==> src/rtl/ringosc_bank_ctrl.sv <==
// Ring-oscillator bank controller: round-robin start/trim/clkmux drive and
// gated edge-count frequency measurement, results on a valid/ready stream.
module ringosc_bank_ctrl #(
    parameter int NUM_RINGS     = 2,
    parameter int TRIM_W        = 28,
    parameter int CLKMUX_W      = 3,
    parameter int GATE_W        = 16,
    parameter int CNT_W         = 20,
    parameter int SETTLE_CYCLES = 16
) (
    input  logic                          wb_clk_i,
    input  logic                          wb_rst_i,
    input  logic                          cfg_enable,
    input  logic [NUM_RINGS*TRIM_W-1:0]   cfg_trim,
    input  logic [NUM_RINGS*CLKMUX_W-1:0] cfg_clkmux,
    input  logic [GATE_W-1:0]             cfg_gate,
    input  logic [NUM_RINGS-1:0]          ring_clk_i,
    output logic [NUM_RINGS-1:0]          ring_start_o,
    output logic [NUM_RINGS*TRIM_W-1:0]   ring_trim_o,
    output logic [NUM_RINGS*CLKMUX_W-1:0] ring_clkmux_o,
    output logic                          meas_valid_o,
    input  logic                          meas_ready_i,
    output logic [2:0]                    meas_chan_o,
    output logic [CNT_W-1:0]              meas_count_o,
    output logic                          meas_ovf_o,
    output logic                          busy_o
);

    localparam int SW = $clog2(SETTLE_CYCLES + 1);

    typedef enum logic [1:0] {
        S_IDLE,
        S_SETTLE,
        S_GATE,
        S_REPORT
    } state_t;

    state_t                        r_state;
    state_t                        w_next;
    logic [2:0]                    r_ch;
    logic [2:0]                    w_ch_inc;
    logic [2:0]                    w_ch_load;
    logic [SW-1:0]                 r_settle;
    logic [GATE_W-1:0]             r_gate;
    logic [CNT_W-1:0]              r_cnt;
    logic                          r_ovf;
    logic [NUM_RINGS-1:0]          r_sync1;
    logic [NUM_RINGS-1:0]          r_sync2;
    logic [NUM_RINGS-1:0]          r_prev;
    logic [NUM_RINGS-1:0]          w_edge;
    logic [NUM_RINGS-1:0]          w_onehot;
    logic                          w_hit;
    logic                          w_enter_settle;
    logic [NUM_RINGS*TRIM_W-1:0]   r_trim;
    logic [NUM_RINGS*CLKMUX_W-1:0] r_mux;

    assign w_edge         = r_sync2 & ~r_prev;
    assign w_ch_inc       = (r_ch == 3'(NUM_RINGS - 1)) ? 3'd0 : r_ch + 3'd1;
    assign w_ch_load      = (r_state == S_REPORT) ? w_ch_inc : r_ch;
    assign w_enter_settle = (r_state != S_SETTLE) && (w_next == S_SETTLE);
    assign ring_trim_o    = r_trim;
    assign ring_clkmux_o  = r_mux;

    // Decode the active channel into a one-hot enable and its edge strobe
    always_comb begin
        w_onehot = '0;
        w_hit    = 1'b0;
        for (int k = 0; k < NUM_RINGS; k++) begin
            if (r_ch == 3'(k)) begin
                w_onehot[k] = 1'b1;
                w_hit       = w_edge[k];
            end
        end
    end

    // Next-state and stream/enable outputs
    always_comb begin
        w_next       = r_state;
        ring_start_o = '0;
        meas_valid_o = 1'b0;
        meas_chan_o  = 3'd0;
        meas_count_o = '0;
        meas_ovf_o   = 1'b0;
        busy_o       = (r_state != S_IDLE);
        unique case (r_state)
            S_IDLE: begin
                if (cfg_enable) w_next = S_SETTLE;
            end
            S_SETTLE: begin
                ring_start_o = w_onehot;
                if (r_settle == '0) w_next = S_GATE;
            end
            S_GATE: begin
                ring_start_o = w_onehot;
                if (r_gate == GATE_W'(1)) w_next = S_REPORT;
            end
            S_REPORT: begin
                meas_valid_o = 1'b1;
                meas_chan_o  = r_ch;
                meas_count_o = r_cnt;
                meas_ovf_o   = r_ovf;
                if (meas_ready_i) begin
                    w_next = cfg_enable ? S_SETTLE : S_IDLE;
                end
            end
            default: w_next = S_IDLE;
        endcase
    end

    // State register
    always_ff @(posedge wb_clk_i) begin
        if (wb_rst_i) r_state <= S_IDLE;
        else          r_state <= w_next;
    end

    // Two-flop synchroniser plus previous-value register for edge detect
    always_ff @(posedge wb_clk_i) begin
        if (wb_rst_i) begin
            r_sync1 <= '0;
            r_sync2 <= '0;
            r_prev  <= '0;
        end else begin
            r_sync1 <= ring_clk_i;
            r_sync2 <= r_sync1;
            r_prev  <= r_sync2;
        end
    end

    // Channel pointer, settle timer, gate window and saturating edge count
    always_ff @(posedge wb_clk_i) begin
        if (wb_rst_i) begin
            r_ch     <= 3'd0;
            r_settle <= '0;
            r_gate   <= '0;
            r_cnt    <= '0;
            r_ovf    <= 1'b0;
        end else begin
            if (r_state == S_REPORT && meas_ready_i) r_ch <= w_ch_inc;
            if (w_enter_settle) begin
                r_settle <= SW'(SETTLE_CYCLES - 1);
            end else if (r_state == S_SETTLE && r_settle != '0) begin
                r_settle <= r_settle - SW'(1);
            end
            if (r_state == S_SETTLE && w_next == S_GATE) begin
                r_gate <= (cfg_gate == '0) ? GATE_W'(1) : cfg_gate;
                r_cnt  <= '0;
                r_ovf  <= 1'b0;
            end else if (r_state == S_GATE) begin
                r_gate <= r_gate - GATE_W'(1);
                if (w_hit) begin
                    if (&r_cnt) r_ovf <= 1'b1;
                    else        r_cnt <= r_cnt + CNT_W'(1);
                end
            end
        end
    end

    // Latch the selected channel's trim/clkmux on entry to SETTLE
    always_ff @(posedge wb_clk_i) begin
        if (wb_rst_i) begin
            r_trim <= '0;
            r_mux  <= '0;
        end else if (w_enter_settle) begin
            for (int k = 0; k < NUM_RINGS; k++) begin
                if (w_ch_load == 3'(k)) begin
                    r_trim[k*TRIM_W +: TRIM_W] <= cfg_trim[k*TRIM_W +: TRIM_W];
                    r_mux[k*CLKMUX_W +: CLKMUX_W] <=
                        cfg_clkmux[k*CLKMUX_W +: CLKMUX_W];
                end
            end
        end
    end

endmodule

==> config.mk <==
export PLATFORM = sky130hd
export DESIGN_NAME = ringosc_bank_ctrl
export DESIGN_NICKNAME = d
export VERILOG_FILES = /design/src/rtl/ringosc_bank_ctrl.sv
export SDC_FILE = /design/constraint.sdc
export NUM_CORES = 1
export LEC_CHECK = 0
export ABC_AREA = 1
export BUFFER_PORTS_ARGS = -buffer_cell sky130_fd_sc_hd__buf_2
export CAP_MARGIN = 20
export CELL_PAD_IN_SITES_DETAIL_PLACEMENT = 0
export CELL_PAD_IN_SITES_GLOBAL_PLACEMENT = 1
export CORE_MARGIN = 1
export CORE_UTILIZATION = 30
export CTS_CLUSTER_SIZE = 24
export DETAILED_ROUTE_END_ITERATION = 10
export HOLD_SLACK_MARGIN = 0.05
export PLACE_DENSITY_LB_ADDON = 0.3
export SYNTH_ARGS = -nofsm -noshare
export SYNTH_HDL_FRONTEND = slang
export SYNTH_SLANG_ARGS = --single-unit
==> constraint.sdc <==
create_clock -name wb_clk_i -period 3.8 [get_ports wb_clk_i]
set_input_delay 0.76 -clock wb_clk_i [delete_from_list [all_inputs] [get_ports wb_clk_i]]
set_output_delay 0.76 -clock wb_clk_i [all_outputs]
set_load 0.1 [all_outputs]
After elaboration in Yosys (flattened, before gate mapping)

Cells that the tools add are included.
Widths: inputs -> output; s select.

Register bits: 115
Logic and storage cells: 73
Bits in latches: 0
Output and inout bits: 90
Bits in read-only memories: 0
Input port bits: 84
Memories kept: 0
RAM bits: 0

Reductions and logical operators: 21
Shift operators: 0
Multiply operators: 0
Muxes and demuxes: 22
Add/subtract/negate cells: 4
Equality and inequality tests: 9
Bitwise logic cells: 3
Order comparisons: 0
Divide/modulo/power cells: 0

Operator list:

| kind                  | count |
|---|---|
| $mux 16               | 3 |
| $reduce_and 22->1     | 1 |
| $add 20x1->20 const B | 1 |
| $mux 20               | 1 |
| $reduce_and 20->1     | 1 |
| $eq 16x1->1 const B   | 1 |
| $logic_not 16->1      | 1 |
| $sub 16x1->16 const B | 1 |
| $mux 2                | 5 |
| $mux 3                | 3 |
| $mux 4                | 2 |
| $pmux 2 s4            | 1 |
| $mux 1                | 7 |
| $eq 2x2->1 const B    | 3 |
| $eq 3x1->1 const B    | 2 |
| $logic_not 3->1       | 2 |
| $reduce_bool 2->1     | 3 |
| $reduce_or 2->1       | 3 |
| $logic_not 5->1       | 1 |
| $reduce_bool 5->1     | 1 |
| $sub 5x1->5 const B   | 1 |
| $eq 2x1->1 const B    | 2 |
| $logic_and 1x1->1     | 4 |
| $reduce_and 2->1      | 2 |
| 7 further kinds       | 7 |

Longest topological paths before layout

Gate-level depths: netlist of run 1.

Word-level depth: 6
Mapped depth: 17
Depth with buffers taken out: 16

Least setup slack after synthesis of run 1

Ideal clock, no wire load.

Kind: register -> output
From: register r_state[1]
To: output ring_start_o[0]
Stages on the path, launching flop included: 5
Path slack: 225 ps
Required time: 3040 ps
Data arrival time: 2815 ps
Buffers on the path: 0
Path through: dfxtp_1 inv_1 ha_1 inv_1 nor3_1

Longest elaborated chain between the ends: 3
Elaborated cells between the ends (all ways): 4
Classes of those cells: eq/ne: 2; mux: 1; reduce/logical: 1

RTL lines:

| element                                         | RTL line | source |
|---|---|---|
| from (decl)                                     | 38       | `state_t r_state;` |
| from (signal assigned)                          | 113      | `else r_state <= w_next;` |
| $eq 2x1->1 / $eq 2x2->1 (equally long branches) | 85       | `unique case (r_state)` |
| $reduce_or 2->1 (no line) *                     | --       |  |
| $mux 2 *                                        | 85       |  |
| to (decl)                                       | 18       | `output logic [NUM_RINGS-1:0] ring_start_o,` |

Every way passes the cells marked *; elsewhere a longest branch is shown, timed or not.

Worst setup path in the final report of run 1

From: register r_state[1]
To: output meas_chan_o[0]

Longest elaborated chain between the ends: 2

RTL lines:

| element    | RTL line | source |
|---|---|---|
| $eq 2x2->1 | 85       |  |
| $mux 3     | 85       |  |
| to (decl)  | 23       | `output logic [2:0] meas_chan_o,` |

No other way between the ends.

==> results of run 1 <==
-- cell usage after synthesis, types with 7 or more instances --
cell / number
a21oi_1: 95
buf_2: 17
clkbuf_1: 15
dfxtp_1: 115
ha_1: 10
inv_1: 78
nand2_1: 194
nand3_1: 93
nand3_2: 10
nand3b_1: 9
nor2_1: 75
nor3_1: 9
o21ai_0: 13
or2_2: 7
xnor2_1: 8
xor2_1: 14
-- cells by family after synthesis --
| group | share of synthesized area, % |
|---|---|
| AOI/OAI and AO/OA | 11.2 |
| xor gates and xnor gates | 3.41 |
| adders and majority gates | 2.21 |
| buffers and inverters | 9.61 |
| DFF | 40.8 |
| and+or+nand+nor | 32.8 |
-- metal layers --
metal  GRT usage, %  up-vias  share of wire [%]  wire [um]
li1               -     2912                  -          -
met1           20.7     2484                 46       7200
met2           28.4      140                 47       7500
met3           5.71       10                6.1        968
met4           4.80        0               0.80        127
met5              0        -                  0          0
-- power by group --
part	total [W]	switching, W	internal (W)
logic	0.000928	0.000720	0.000208
registers	0.00132	0.0000434	0.00128
clock network	0.00172	0.000593	0.00113
-- worst register-to-register path, stage by stage, from the launching register on --
cell and delay (ps):
dfxtp_1 390, ha_1 460, buf_4 300, nor2_1 70, or2_2 310, nor2_2 80
buf_4 370, nand2_1 100, buf_4 260, nand2_1 120, a21oi_1 60
-- sequential cells by signal (all words and copies together) (netlist names), 3 cells and up --
register and cells:
r_ch 3, r_cnt 20, r_gate 16, r_settle 5
ring_clkmux_o 6, ring_trim_o 56
-- stage by stage --
| stage | worst slack (ps) | instances | area (um2) | total power (W) |
|---|---|---|---|---|
| 6_report | 866 | 1203 | 7270 | 0.00398 |
| 3_5_place_dp | 1080 | 1171 | 6630 | 0.00229 |
| 4_1_cts | 821 | 1203 | 7270 | 0.00403 |
| 3_3_place_gp | 1140 | 1171 | 6630 | 0.00229 |
| 5_1_grt | 687 | 1203 | 7270 | 0.00417 |
| 2_1_floorplan | 225 | 803 | 5650 | 0.00213 |
-- path summary, 6_finish.rpt --
kind / startpoint / endpoint / slack [ps] / cells past startpoint
hold / removal: r_sync1[1] / r_sync2[1] / 410 / 2
hold reg to reg: r_sync1[1] / r_sync2[1] / 410 / 2
setup / recovery: r_state[1] / meas_chan_o[0] / 870 / 5
setup reg to reg: r_state[1] / ring_trim_o[53] / 1120 / 10
-- final cells by class --
class	instances	area, um2
multi-input cells	566	2810
well taps	229	287
fillers	1923	10900
clock inverters	12	180
flip-flops and latches	115	2300
inverters	78	293
clock buffers	20	457
repair buffers	183	941
==> reports/metrics.cfg, run 1 <==
[setup_path]
path_delay_family = buffers and inverters
arrival_ps = 2170
path_cells = ha_1 > buf_4 > nand2_1 > inv_1 > buf_2
crit_fanout = 17
cp-start-kind = register
crit_path_end_kind = output pin
cpPeakStageDelay_ps = 460
critPathKind = register to output pin
required_ps = 3040
crit_path_top_delay_cell = ha_1
crit_buf_inv = 3

[layout]
final_util_pct = 39.9
mostFrequentLayoutCell = nand2_1
finalNetCount = 1055
syn_to_final_growth_pct = 28.6
drive_gt1_share_pct = 24.5
layout_common_cells = nand2_1, buf_2, dfxtp_1, a21oi_1, nand3_1
n_antenna_cell = 0

[hold_path]
hold_path.class = register to register

[synthesis]
synth-edff-count = 0
ys_seq_area_share_pct = 40.8
ys.flop_type = dfxtp_1
async_flop_share_pct = 0
synthTopCellsByArea = dfxtp_1, nand2_1, a21oi_1, nand3_1, inv_1
ys_warn_count = 0
netlist_instances = 803
ys_ff_latch = 115
synth_top_area_cell = dfxtp_1
synth_area_um2 = 5650
yosysTopAreaCellShare_pct = 40.8
synth_nets = 897
synth.distinct_cells = 35
avgSynthCellArea_um2 = 7.04

[sta]
final.setup.tns_ps = 0
clock_skew_ps = 10.7
whs_ps = 410
fin_crit_sh_pct = 77.2
hold_violations = 0
fmax_mhz = 341
finalCriticalPeriod_ps = 2930
rsz0062_at_grt = false
drv_slew = 0
maxSlewHeadroom_pct = 31.2
worstMarginPinSlew_ps = 1030
setup_viol = 0

[place]
portBuffers = 173
dpl.hpwl_um = 10900
gp_congestion = 0.769

[global_route]
grt_pass1_vias = 5404
grt_max_degree = 89
grt_pass1_wl_um = 26500
grtUsageTotal_pct = 17.0
grt_antenna_before_repair = 0
gr-total-overflow = 0

[detailed_routing]
dr.pass1.iters = 10
vias = 5546
wl_per_cell_um = 13.1
drc_errors = 7
drt_iter0_drc = 217
via_per_inst = 4.61
drt-total-wl_um = 15800
ant_nets = 0

[clocking]
cts_root_buf = clkbuf_16
cts_htree_levels = 4
clk_pin_slew_ps = 50
cts_tree = done
cts_hold_buf = 0
clkLatencyLatePin_ps = 420
cts_buffer_depth = 2
ctsResizeCount = 0
cts_buffers = 17
cts_sinks = 115
cts_setup_buffers = 0

[floorplanning]
die_w_um = 139
design.die.area_um2 = 19400
die-height_um = 139
initial_utilization_pct = 31.0
core-area_um2 = 18200
ios = 174
rows = 49

[outcome]
status = complete, but fails checks
violations = DRC

[power]
leakagePower_nw = 3.46
powerDensity_nw_per_um2 = 547
peakVddDrop_uv = 343

[flow_run]
maxCapViolations = 0

Note: power is estimated with default switching activity, not from simulation.
==> run 2: changes to the inputs <==
==> constraint.sdc (replaced) <==
create_clock -name wb_clk_i -period 2.4 [get_ports wb_clk_i]
set_input_delay 0.48 -clock wb_clk_i [delete_from_list [all_inputs] [get_ports wb_clk_i]]
set_output_delay 0.48 -clock wb_clk_i [all_outputs]
set_load 0.1 [all_outputs]
==> run 2 against run 1 <==
  * The flow still finishes with violations (DRC)
  * Power up 56%
  * Critical path depth unchanged
  * Cell area up 3.2%
  * Cell count up 0.75%
  * Non-clock buffer count up 10
  * Clock power up 49%
  * Sequential cell count unchanged
  * Global-route usage up 0.053 points
  * Routed wire length up 0.67%
==> reports/metrics.cfg, run 2 (same netlist as run 1, synthesis figures left out) <==
[detailed_routing]
drt_iter0_drc = 325
vias = 5525
wl_per_cell_um = 13.1
via_per_inst = 4.56
dr.pass1.iters = 8
ant_nets = 0
drt-total-wl_um = 15900
drc_errors = 9

[setup_path]
crit_path_end_kind = output pin
critPathKind = register to output pin
cp-start-kind = register
required_ps = 1920
arrival_ps = 1770
crit_fanout = 5

[clocking]
cts_buffers = 17
cts_sinks = 115
cts_htree_levels = 4
cts_setup_buffers = 0
clkLatencyLatePin_ps = 410
ctsResizeCount = 22
cts_buffer_depth = 2
cts_hold_buf = 0
cts_root_buf = clkbuf_16
clk_pin_slew_ps = 50
cts_tree = done

[global_route]
grt_pass1_wl_um = 26600
grt_antenna_before_repair = 0
grt_pass1_vias = 5283
grt_max_degree = 65
grtUsageTotal_pct = 17.1
gr-total-overflow = 0

[sta]
finalCriticalPeriod_ps = 2250
drv_slew = 0
worstMarginPinSlew_ps = 517
fmax_mhz = 445
clock_skew_ps = 10.7
maxSlewHeadroom_pct = 65.8
setup_viol = 0
rsz0062_at_grt = false
hold_violations = 0
whs_ps = 283
fin_crit_sh_pct = 93.7

[layout]
multi_input_area_um2 = 2850
fillers = 1948
largest_reg_flops = 56
mostFrequentLayoutCell = nand2_1
syn_to_final_growth_pct = 32.7
drive_gt1_share_pct = 25.6
n_antenna_cell = 0
layout_common_cells = nand2_1, buf_2, dfxtp_1, a21oi_1, nand3_1
final_area_um2 = 7490
finalNetCount = 1065
seqCellArea_um2 = 2300

[hold_path]
hold_path.class = primary input to register

[floorplanning]
design.die.area_um2 = 19400
rows = 49
initial_utilization_pct = 31.0
ios = 174
core-area_um2 = 18200
die-height_um = 139
die_w_um = 139

[outcome]
violations = DRC
status = complete, but fails checks

[place]
portBuffers = 173
gp_congestion = 0.786
post_dp_cell_area_um2 = 6830
dpl.hpwl_um = 11200

[power]
powerDensity_nw_per_um2 = 825
leakagePower_nw = 3.53
peakVddDrop_uv = 489

[flow_run]
maxCapViolations = 0

==> run 2: changes by cell type in the layout (fill, tap and decap cells not counted), moves of 3 or more <==
| cell | before | now |
|---|---|---|
| buf_4 | 10 | 37 |
| clkinvlp_4 | 5 | 2 |
| buf_2 | 173 | 149 |
| buf_12 | 0 | 7 |
==> run 2: worst max-delay path, stage by stage, from the launching register on <==
cell and delay [ps]:
dfxtp_2 370, inv_1 110, ha_1 310, inv_1 100, nor3_4 260, buf_12 210
==> run 2: final cells by class <==
cell class	count	share of cell area, %
clock buffers	22	6.19
clock inverters	9	1.74
inverters	78	3.96
multi-input cells	566	38.0
flip-flops and latches	115	30.8
well taps	229	3.82
repair buffers	193	15.5
==> run 2: final timing paths <==
| check | startpoint | end | slack (ps) | cells past startpoint |
|---|---|---|---|---|
| max | r_state[0] | ring_start_o[0] | 150 | 5 |
| max reg2reg | r_state[0] | r_settle[2] | 380 | 12 |
| min reg2reg | r_sync1[1] | r_sync2[1] | 410 | 2 |
| min | ring_clk_i[1] | r_sync1[1] | 280 | 3 |
==> run 2: layer usage <==
| metal | wire, um | GRT usage [%] |
|---|---|---|
| met5 | 0 | 0 |
| met4 | 67 | 4.39 |
| met3 | 713 | 5.23 |
| met2 | 7440 | 27.7 |
| met1 | 7670 | 21.9 |
==> run 2: stage by stage <==
stage	utilization, %	std cells	TNS, ps	worst slack (ps)	power (W)
floorplan	-	803	-523	-126	0.00339
global placement	37.5	1181	0	236	0.00367
detailed placement	37.5	1181	0	287	0.00367
CTS	41.1	1212	-29.6	-17.0	0.00627
global route	41.2	1212	0	31.9	0.00649
finish	41.2	1212	0	152	0.00618
==> run 2: power by group <==
part           leakage [nW]  switching [W]  internal (W)
logic                  2.30        0.00116      0.000377
registers             0.935      0.0000672       0.00203
clock network         0.290       0.000877       0.00168
